**config.mk**
```make
export PLATFORM = sky130hd
export DESIGN_NAME = an_scan_ctrl
export DESIGN_NICKNAME = d
export VERILOG_FILES = /design/src/rtl/an_scan_ctrl.sv
export SDC_FILE = /design/constraint.sdc
export NUM_CORES = 1
export LEC_CHECK = 0
export CAP_MARGIN = 20
export CORE_ASPECT_RATIO = 1.25
export CORE_UTILIZATION = 55
export CTS_CLUSTER_DIAMETER = 120
export CTS_CLUSTER_SIZE = 40
export DETAILED_ROUTE_END_ITERATION = 8
export PLACE_DENSITY = 0.77
export SETUP_SLACK_MARGIN = 0.02
export SLEW_MARGIN = 20
export SYNTH_ARGS = -nofsm -noshare
export SYNTH_HDL_FRONTEND = slang
export SYNTH_SLANG_ARGS = --single-unit
export TNS_END_PERCENT = 30
```
**constraint.sdc**
```tcl
create_clock -name clk -period 5.95 [get_ports clk]
set_input_delay 1.19 -clock clk [delete_from_list [all_inputs] [get_ports clk]]
set_output_delay 1.19 -clock clk [all_outputs]
set_load 0.02 [all_outputs]
```
**src/rtl/an_scan_ctrl.sv**
```systemverilog
// an_scan_ctrl: anode scan controller for a multiplexed 7-segment display.
// Latency: all outputs registered; en/mask/bright changes act on the next edge
//          (bright only at the next slot start).
// Backpressure: none, free-running refresh timer; en=0 parks the scan dark.
//
// Ports:
//   clk, rst      system clock, asynchronous active-high reset
//   en            scan enable; low forces IDLE (all anodes off, digit 0)
//   bright        brightness 0..15, latched at each slot start
//   blank_mask    per-digit permanent blank
//   blink_mask    per-digit blink (only when AN_SCAN_BLINK_EN is defined)
//   an_out        active-low anodes, at most one bit low
//   dig_sel       current digit index for the segment mux
//   frame_tick    one-cycle pulse after the digit index wraps to 0
//
// Optional feature macro: AN_SCAN_BLINK_EN (adds blink_mask and blink timer).
module an_scan_ctrl #(
  parameter int N_DIG        = 8,
  parameter int PRESCALE     = 100000,
  parameter int BLANK_CYC    = 64,
  parameter int BLINK_FRAMES = 256
) (
  input  logic                       clk,
  input  logic                       rst,
  input  logic                       en,
  input  logic [3:0]                 bright,
  input  logic [N_DIG-1:0]           blank_mask,
`ifdef AN_SCAN_BLINK_EN
  input  logic [N_DIG-1:0]           blink_mask,
`endif
  output logic [N_DIG-1:0]           an_out,
  output logic [$clog2(N_DIG)-1:0]   dig_sel,
  output logic                       frame_tick
);

  localparam int DW = $clog2(N_DIG);
  localparam int PW = $clog2(PRESCALE);
  localparam logic [31:0] BLANK_W = 32'(BLANK_CYC);
  localparam logic [31:0] STEP_W  = 32'((PRESCALE - BLANK_CYC) / 16);
  localparam logic [PW-1:0] PCNT_LAST = PW'(PRESCALE - 1);
  localparam logic [DW-1:0] DIG_LAST  = DW'(N_DIG - 1);

  typedef enum logic [1:0] {
    IDLE = 2'd0,
    DEAD = 2'd1,
    ON   = 2'd2,
    OFF  = 2'd3
  } state_t;

  // With no dead time a slot opens directly in ON.
  localparam state_t SLOT_FIRST = (BLANK_CYC == 0) ? ON : DEAD;

  state_t          state, state_nxt;
  logic [PW-1:0]   pcnt, pcnt_nxt;
  logic [DW-1:0]   dig_nxt;
  logic [3:0]      bright_q;
  logic            slot_start;
  logic            frame_wrap;
  logic [31:0]     on_end;
  logic            masked_nxt;
  logic [N_DIG-1:0] an_nxt;

`ifdef AN_SCAN_BLINK_EN
  localparam int BW = $clog2(BLINK_FRAMES + 1);
  logic [BW-1:0] blink_cnt;
  logic          blink_phase, blink_phase_nxt;
  logic          blink_roll;

  // The phase flips on the same edge that completes the BLINK_FRAMES-th frame,
  // so the first slot of the new frame already sees the new phase.
  assign blink_roll      = frame_wrap && (blink_cnt == BW'(BLINK_FRAMES - 1));
  assign blink_phase_nxt = blink_phase ^ blink_roll;

  always_ff @(posedge clk or posedge rst) begin
    if (rst) begin
      blink_cnt   <= '0;
      blink_phase <= 1'b0;
    end else if (frame_wrap) begin
      blink_cnt   <= blink_roll ? '0 : blink_cnt + BW'(1);
      blink_phase <= blink_phase_nxt;
    end
  end

  assign masked_nxt = blank_mask[dig_nxt] | (blink_mask[dig_nxt] & blink_phase_nxt);
`else
  assign masked_nxt = blank_mask[dig_nxt];
`endif

  // End of the lit window; at bright=15 this equals PRESCALE and is never hit,
  // so ON runs to the slot wrap.
  assign on_end = BLANK_W + (32'(bright_q) + 32'd1) * STEP_W;

  always_comb begin
    state_nxt  = state;
    pcnt_nxt   = pcnt;
    dig_nxt    = dig_sel;
    slot_start = 1'b0;
    frame_wrap = 1'b0;
    if (!en) begin
      state_nxt = IDLE;
      pcnt_nxt  = '0;
      dig_nxt   = '0;
    end else begin
      case (state)
        IDLE: begin
          state_nxt  = SLOT_FIRST;
          pcnt_nxt   = '0;
          dig_nxt    = '0;
          slot_start = 1'b1;
        end
        default: begin
          if (pcnt == PCNT_LAST) begin
            state_nxt  = SLOT_FIRST;
            pcnt_nxt   = '0;
            slot_start = 1'b1;
            if (dig_sel == DIG_LAST) begin
              dig_nxt    = '0;
              frame_wrap = 1'b1;
            end else begin
              dig_nxt = dig_sel + DW'(1);
            end
          end else begin
            pcnt_nxt = pcnt + PW'(1);
            case (state)
              DEAD:    if (32'(pcnt_nxt) >= BLANK_W) state_nxt = ON;
              ON:      if (32'(pcnt_nxt) == on_end)  state_nxt = OFF;
              default: ;
            endcase
          end
        end
      endcase
    end
  end

  // Anodes are decoded from the next state so they switch on the same edge
  // as dig_sel, keeping the segment mux and anode aligned.
  always_comb begin
    an_nxt = '1;
    if (state_nxt == ON && !masked_nxt) an_nxt[dig_nxt] = 1'b0;
  end

  always_ff @(posedge clk or posedge rst) begin
    if (rst) begin
      state      <= IDLE;
      pcnt       <= '0;
      dig_sel    <= '0;
      an_out     <= '1;
      frame_tick <= 1'b0;
      bright_q   <= '0;
    end else begin
      state      <= state_nxt;
      pcnt       <= pcnt_nxt;
      dig_sel    <= dig_nxt;
      an_out     <= an_nxt;
      frame_tick <= frame_wrap;
      if (slot_start) bright_q <= bright;
    end
  end

endmodule

```
After elaboration in Yosys (flattened, before gate mapping)
Cells that the tools add are included.

cells by class
  equality and inequality tests = 6
  shift-type cells = 0
  add/sub/neg operators = 4
  $mul = 1
  mux-type cells = 25
  bitwise gates (word level) = 1
  divide/modulo/power cells = 0
  reductions and logical operators = 4
  order comparisons = 3

operators with widths
  operator                 number
  $mux W17                 3
  $add A7 B18 Y19 const A  1
  $eq A17 B19 Y1           1
  $add A17 B1 Y17 const B  1
  $eq A17 B17 Y1 const B   1
  $ge A17 B7 Y1 const B    1
  $mul A5 B12 Y17 const B  1
  $mux W3                  4
  $mux W2                  5
  $mux W1                  9
  $mux W8                  1
  $not A8 Y8               1
  $add A4 B1 Y5 const B    1
  $eq A2 B2 Y1 const B     2
  $lt A3 B4 Y1 const B     1
  $pmux W2 S2              1
  $add A3 B1 Y3 const B    1
  $bmux W1 S3              1
  $demux W1 S3             1
  $eq A3 B3 Y1 const B     1
  $ge A3 B1 Y1 const B     1
  $eq A2 B1 Y1 const B     1
  $logic_and A1 B1 Y1      2
  $logic_not A2 Y1         1
  $logic_not A1 Y1         1

word-level totals
  output and inout port bits = 12
  bits of input ports = 15
  memories kept = 0
  bits in read-only memories = 0
  logic and storage cells = 50
  RAM bits = 0
  register bits after elaboration = 35
  bits in latches = 0

Depth between registers and ports, before layout
  depth after elaboration = 12
  depth in mapped cells = 22
  gate-level depth less buffers = 21

Worst setup path before layout
No wires, ideal clock.

  kind = flip-flop to flip-flop
  start point = reg bright_q[0]
  end point = reg an_out[4]
  period minus slack after synthesis = 4.676 ns
  path slack = 1.274 ns
  path buffers = 1
  stages on the path, launching flop included = 23
  data arrival time = 4.608 ns
  library setup time = 0.067 ns
  data required time = 5.883 ns
  cells stage by stage = dfrtp_1 buf_2 nand3_1 xnor2_1 inv_1 ha_1 ha_1 inv_1 fa_1 inv_1 ha_1 a211oi_1 nor3b_1 nor2b_1 ha_1 nand2_1 mux2i_1 o2111ai_1 or3_1 or4_4 nand4_2 a31oi_4 nand4_1

on the way
  word-level cells in the longest chain between the ends = 12

ends and longest elaborated chain
  element                 line  source
  start, declared         56    logic [3:0] bright_q;
  start signal, assigned  156   if (slot_start) bright_q <= bright;
  $add A4 B1 Y5           91    assign on_end = BLANK_W + (32'(bright_q) + 32'd1) * STEP_W;
  $mul A5 B12 Y17         91
  $add A7 B18 Y19         91
  $eq A17 B19 Y1          126   ON: if (32'(pcnt_nxt) == on_end) state_nxt = OFF;
  $mux W2                 126
  $pmux W2 S2             124   case (state)
  $mux W2                 112   if (pcnt == PCNT_LAST) begin
  $mux W2                 104   case (state)
  $mux W2                 99    if (!en) begin
  $eq A2 B2 Y1            139   if (state_nxt == ON && !masked_nxt) an_nxt[dig_nxt] = 1'b0;
  $logic_and A1 B1 Y1     139
  $mux W8                 139
  via an_nxt[4]           61    logic [N_DIG-1:0] an_nxt;
  end signal, assigned    154   an_out <= an_nxt;
  end, declared           31    output logic [N_DIG-1:0] an_out,

The timed path passes the listed nets, and every way through them passes these cells.
A chain may end at the register's enable or synchronous reset.

Final worst setup path
  start point = reg bright_q[0]
  end point = reg an_out[0]

Same word-level chain as after synthesis.

==> metrics.log <==
[metrics] result of the run: finished clean
[metrics] R2R depth: 21
[metrics] CTS buffer count: 5
[metrics] worst reg2reg startpoint: bright_q[0]
[metrics] placer's final routability congestion estimate: 1.02
[metrics] Critical Path Most Common Cell: sky130_fd_sc_hd__ha_1
[metrics] number of global-route vias before repair: 2864
[metrics] layout cells sized above 1: 13.3%
[metrics] Resize count post-CTS: 0
[metrics] die span in y: 90.7 um
[metrics] gr usage total: 26.0%
[metrics] dpl hpwl: 6360 um
[metrics] critical path type: reg2reg
[metrics] number of max-cap violations: 0
[metrics] deepest clock path buffer count: 2
[metrics] worst hold stages: 1
[metrics] final hold slack: 0.556 ns
[metrics] Num Clock Sinks: 35
[metrics] Max stage delay on crit path: 0.54 ns
[metrics] Final #Nets: 446
[metrics] top-level port count: 27
[metrics] Synth top cells by count: sky130_fd_sc_hd__ha_1, sky130_fd_sc_hd__xnor2_1, sky130_fd_sc_hd__nor2_1, sky130_fd_sc_hd__dfrtp_1, sky130_fd_sc_hd__nand2_1
[metrics] global-route wire length before repair: 13300 um
[metrics] Worst R2R End: an_out[0]
[metrics] Setup Fix Bufs, Post-CTS: 0
[metrics] wire length reported by the detailed router: 8040 um
[metrics] Via-to-Cell Ratio: 6.13
[metrics] critical path, cell by cell: nand3_1 -> xnor2_1 -> inv_1 -> ha_1 -> ha_1 -> inv_1 -> fa_1 -> inv_1 -> ha_1 -> a211oi_1 -> nor3b_1 -> nor2b_1 -> ha_1 -> nand2_1 -> mux2i_1 -> o2111ai_1 -> or3_1 -> or4_4 -> nand4_2 -> a31oi_4 -> nand3_1
[metrics] largest family of logic cells by synthesized area: simple AND/OR/NAND/NOR gates
[metrics] count of final hold-check violations: 0
[metrics] Syn Nets: 423
[metrics] buffer cell driving the clock tree root: sky130_fd_sc_hd__clkbuf_8
[metrics] max-slew violation count: 0
[metrics] Avg Inst Size Synth: 9.20 sq um
[metrics] number of enable flip-flop cells after synthesis: 0
[metrics] xor-xnor portion of the synthesized cell area: 11.8%
[metrics] number of antenna violations at the first check in global routing: 0
[metrics] detailed-route wire length per cell: 16.7 um
[metrics] number of I/O port buffers: 26
[metrics] Synth area leaders: sky130_fd_sc_hd__dfrtp_1, sky130_fd_sc_hd__ha_1, sky130_fd_sc_hd__xnor2_1
[metrics] flops & latches, synth: 35
[metrics] slowest library cell on the worst path: sky130_fd_sc_hd__dfrtp_1
[metrics] setup repair after global routing missed its margin: no
[metrics] overflow left after global routing: 0
[metrics] peak supply drop: 0.911 mV
[metrics] Synth-to-Final Area Change: 13.1%
[metrics] worst hold path class: reg2reg
[metrics] router iterations before antenna repair: 4
[metrics] worst-case headroom to the max-slew limit: 52.1%
[metrics] share of synthesized registers carrying an async set or reset: 100%
[metrics] count of unresolved DRC violations after routing: 0
[metrics] Skew-Pair Late Insertion Delay: 0.30 ns
[metrics] transition time of the tightest slew-check pin: 0.711 ns
[metrics] Fin Clk Skew: 0.00975 ns
[metrics] initial cell density of the core: 58.3%
[metrics] arrival time reported for the critical path endpoint: 5.45 ns
[metrics] crit end category: flop
[metrics] number of levels in the clock H-tree: 2
[metrics] Clock Pin Slew Worst Setup and Hold Paths: 0.07 ns
[metrics] Finish-stage setup viols: 0
[metrics] upper clock frequency limit: 0.191 GHz
[metrics] placeable core area: 0.00593 sq mm
[metrics] TritonCTS clock tree: built
[metrics] share of synthesized area spent on multiplexers: 3.08%
[metrics] startpoint of the lowest-slack hold path: bright_q[3]
[metrics] area of the mapped netlist: 0.00346 sq mm
[metrics] Worst Path Max Fanout: 8
[metrics] area enclosed by the die boundary: 0.00661 sq mm
[metrics] post-synthesis cell count: 376
[metrics] Tcrit/Tclk final: 87.8%
[metrics] count of vias placed by the detailed router: 2953
[metrics] Netlist cell types: 74
[metrics] DRC violation total after the first TritonRoute iteration: 172
[metrics] register-to-register path setup slack: 0.72 ns
[metrics] count of standard-cell rows: 31
[metrics] final critical-path required period: 5.23 ns
[metrics] total negative slack: 0 ns
[metrics] Filler cells: 484
[metrics] maximum number of pins on one net before global-route repair: 36
[metrics] Leakage: 1.59 nW
[metrics] # hold bufs at CTS: 0
[metrics] Primary FF master, synth: sky130_fd_sc_hd__dfrtp_1
[metrics] proportion of synthesized chip area in sequential cells: 25.6%
[metrics] required time worst endpoint: 6.18 ns
[metrics] placement-stage cell area: 0.00377 sq mm
[metrics] area fraction of the dominant cell type after synthesis: 19.5%
[metrics] Hold Crit Endpoint: bright_q[3]
[metrics] compound-gate portion of the synthesized area: 16.6%
[metrics] largest area contributor in the synthesized netlist: sky130_fd_sc_hd__dfrtp_1
[metrics] post-route standard cell area excluding fillers: 0.00391 sq mm
[metrics] power density over the cells: 598 mW/mm^2
[metrics] count of warnings emitted by yosys: 0
[metrics] Post-Synth Simple-Gate Area: 27.5%
[metrics] antenna violation net count after detailed routing: 0
[metrics] Antenna Cells: 0
[metrics] startpoint class of the critical path: flop
[metrics] die width: 72.9 um
[metrics] adder-cell area share of the yosys netlist: 11.8%
## logic make-up after synthesis
| group | after synthesis |
|---|---|
| AO/OA/AOI/OAI | 70 |
| multiplexers | 10 |
| AND/OR/NAND/NOR | 155 |
| buffers and inverters | 29 |
| adder cells (fa/ha/maj) | 32 |
| flip-flops | 35 |
| XOR/XNOR | 45 |
## registers in the layout (all words and copies together), names as in the netlist
name / flops
an_out: 8
bright_q: 4
dig_sel: 3
frame_tick: 1
pcnt: 17
state: 2
## per-stage QoR
step / std cells / power, mW / utilization, % / worst slack [ns]
2_1_floorplan: 376 / 1.77 / - / 1.27
3_3_place_gp: 474 / 2.01 / 63.6 / 1.00
3_5_place_dp: 474 / 2.06 / 63.6 / 0.765
4_1_cts: 482 / 2.33 / 65.9 / 0.731
5_1_grt: 482 / 2.54 / 65.9 / 0.338
6_report: 482 / 2.34 / 65.9 / 0.725
## layout make-up
class / count / area (sq um) / share of cell area, %
multi-input cells: 312 / 2450 / 62.6
flip-flops and latches: 35 / 886 / 22.7
repair buffers: 27 / 268 / 6.85
well taps: 82 / 103 / 2.62
clock buffers: 5 / 68.8 / 1.76
inverters: 18 / 68.8 / 1.76
clock inverters: 3 / 67.6 / 1.73
## metal layers
layer  track usage, %  vias to the layer above  part of all wire, %
li1                 -                     1435                    -
met1             31.9                     1424                   41
met2             44.6                       74                   52
met3             3.68                       20                  4.3
met4             10.6                        0                  3.1
met5                0                        -                    0
## critical path: cells and delay by family, from the launching register on
family          cells  cell delay (ns)
simple gates        8             1.68
mux                 1             0.18
flops               1             0.54
xor+xnor            1             0.31
buf+inv             3             0.19
fa+ha+maj           5             1.45
compound gates      3             0.82
## cells in the final DEF, fill, tap and decap left out, drive strengths merged, types with 4 or more instances in the layout
cell	n
xnor2	31
ha	31
nor2	31
dfrtp	27
clkdlybuf4s50	26
nand2	23
nand3	18
inv	16
nand4	15
xor2	13
a21oi	11
and3	11
o211ai	11
nor3	10
o21ai	9
dfstp	8
or3	8
nor2b	7
and2	6
mux2	5
mux2i	5
o21a	5
clkbuf	5
or4	5
nand2b	4
o2111ai	4
a31oi	4
## power breakdown
group	leakage [nW]	internal (mW)	switching, mW	total, mW
sequential	0.451	0.250	0.0191	0.269
combinational	1.07	0.767	1.05	1.81
clock	0.0644	0.167	0.0900	0.257
total	1.59	1.18	1.16	2.34
## how the worst max path moves through the flow
stage | depth (start not counted) | slack, ns | start | endpoint
after floorplan | 22 | 1.27 | bright_q[0] | an_out[4]
after global placement | 21 | 1.00 | bright_q[0] | an_out[7]
after detailed placement | 21 | 0.77 | bright_q[0] | an_out[6]
after CTS | 21 | 0.73 | bright_q[0] | an_out[0]
after global routing | 21 | 0.34 | bright_q[0] | an_out[0]
final | 21 | 0.72 | bright_q[0] | an_out[0]
Power figures use the tool's default switching activity.
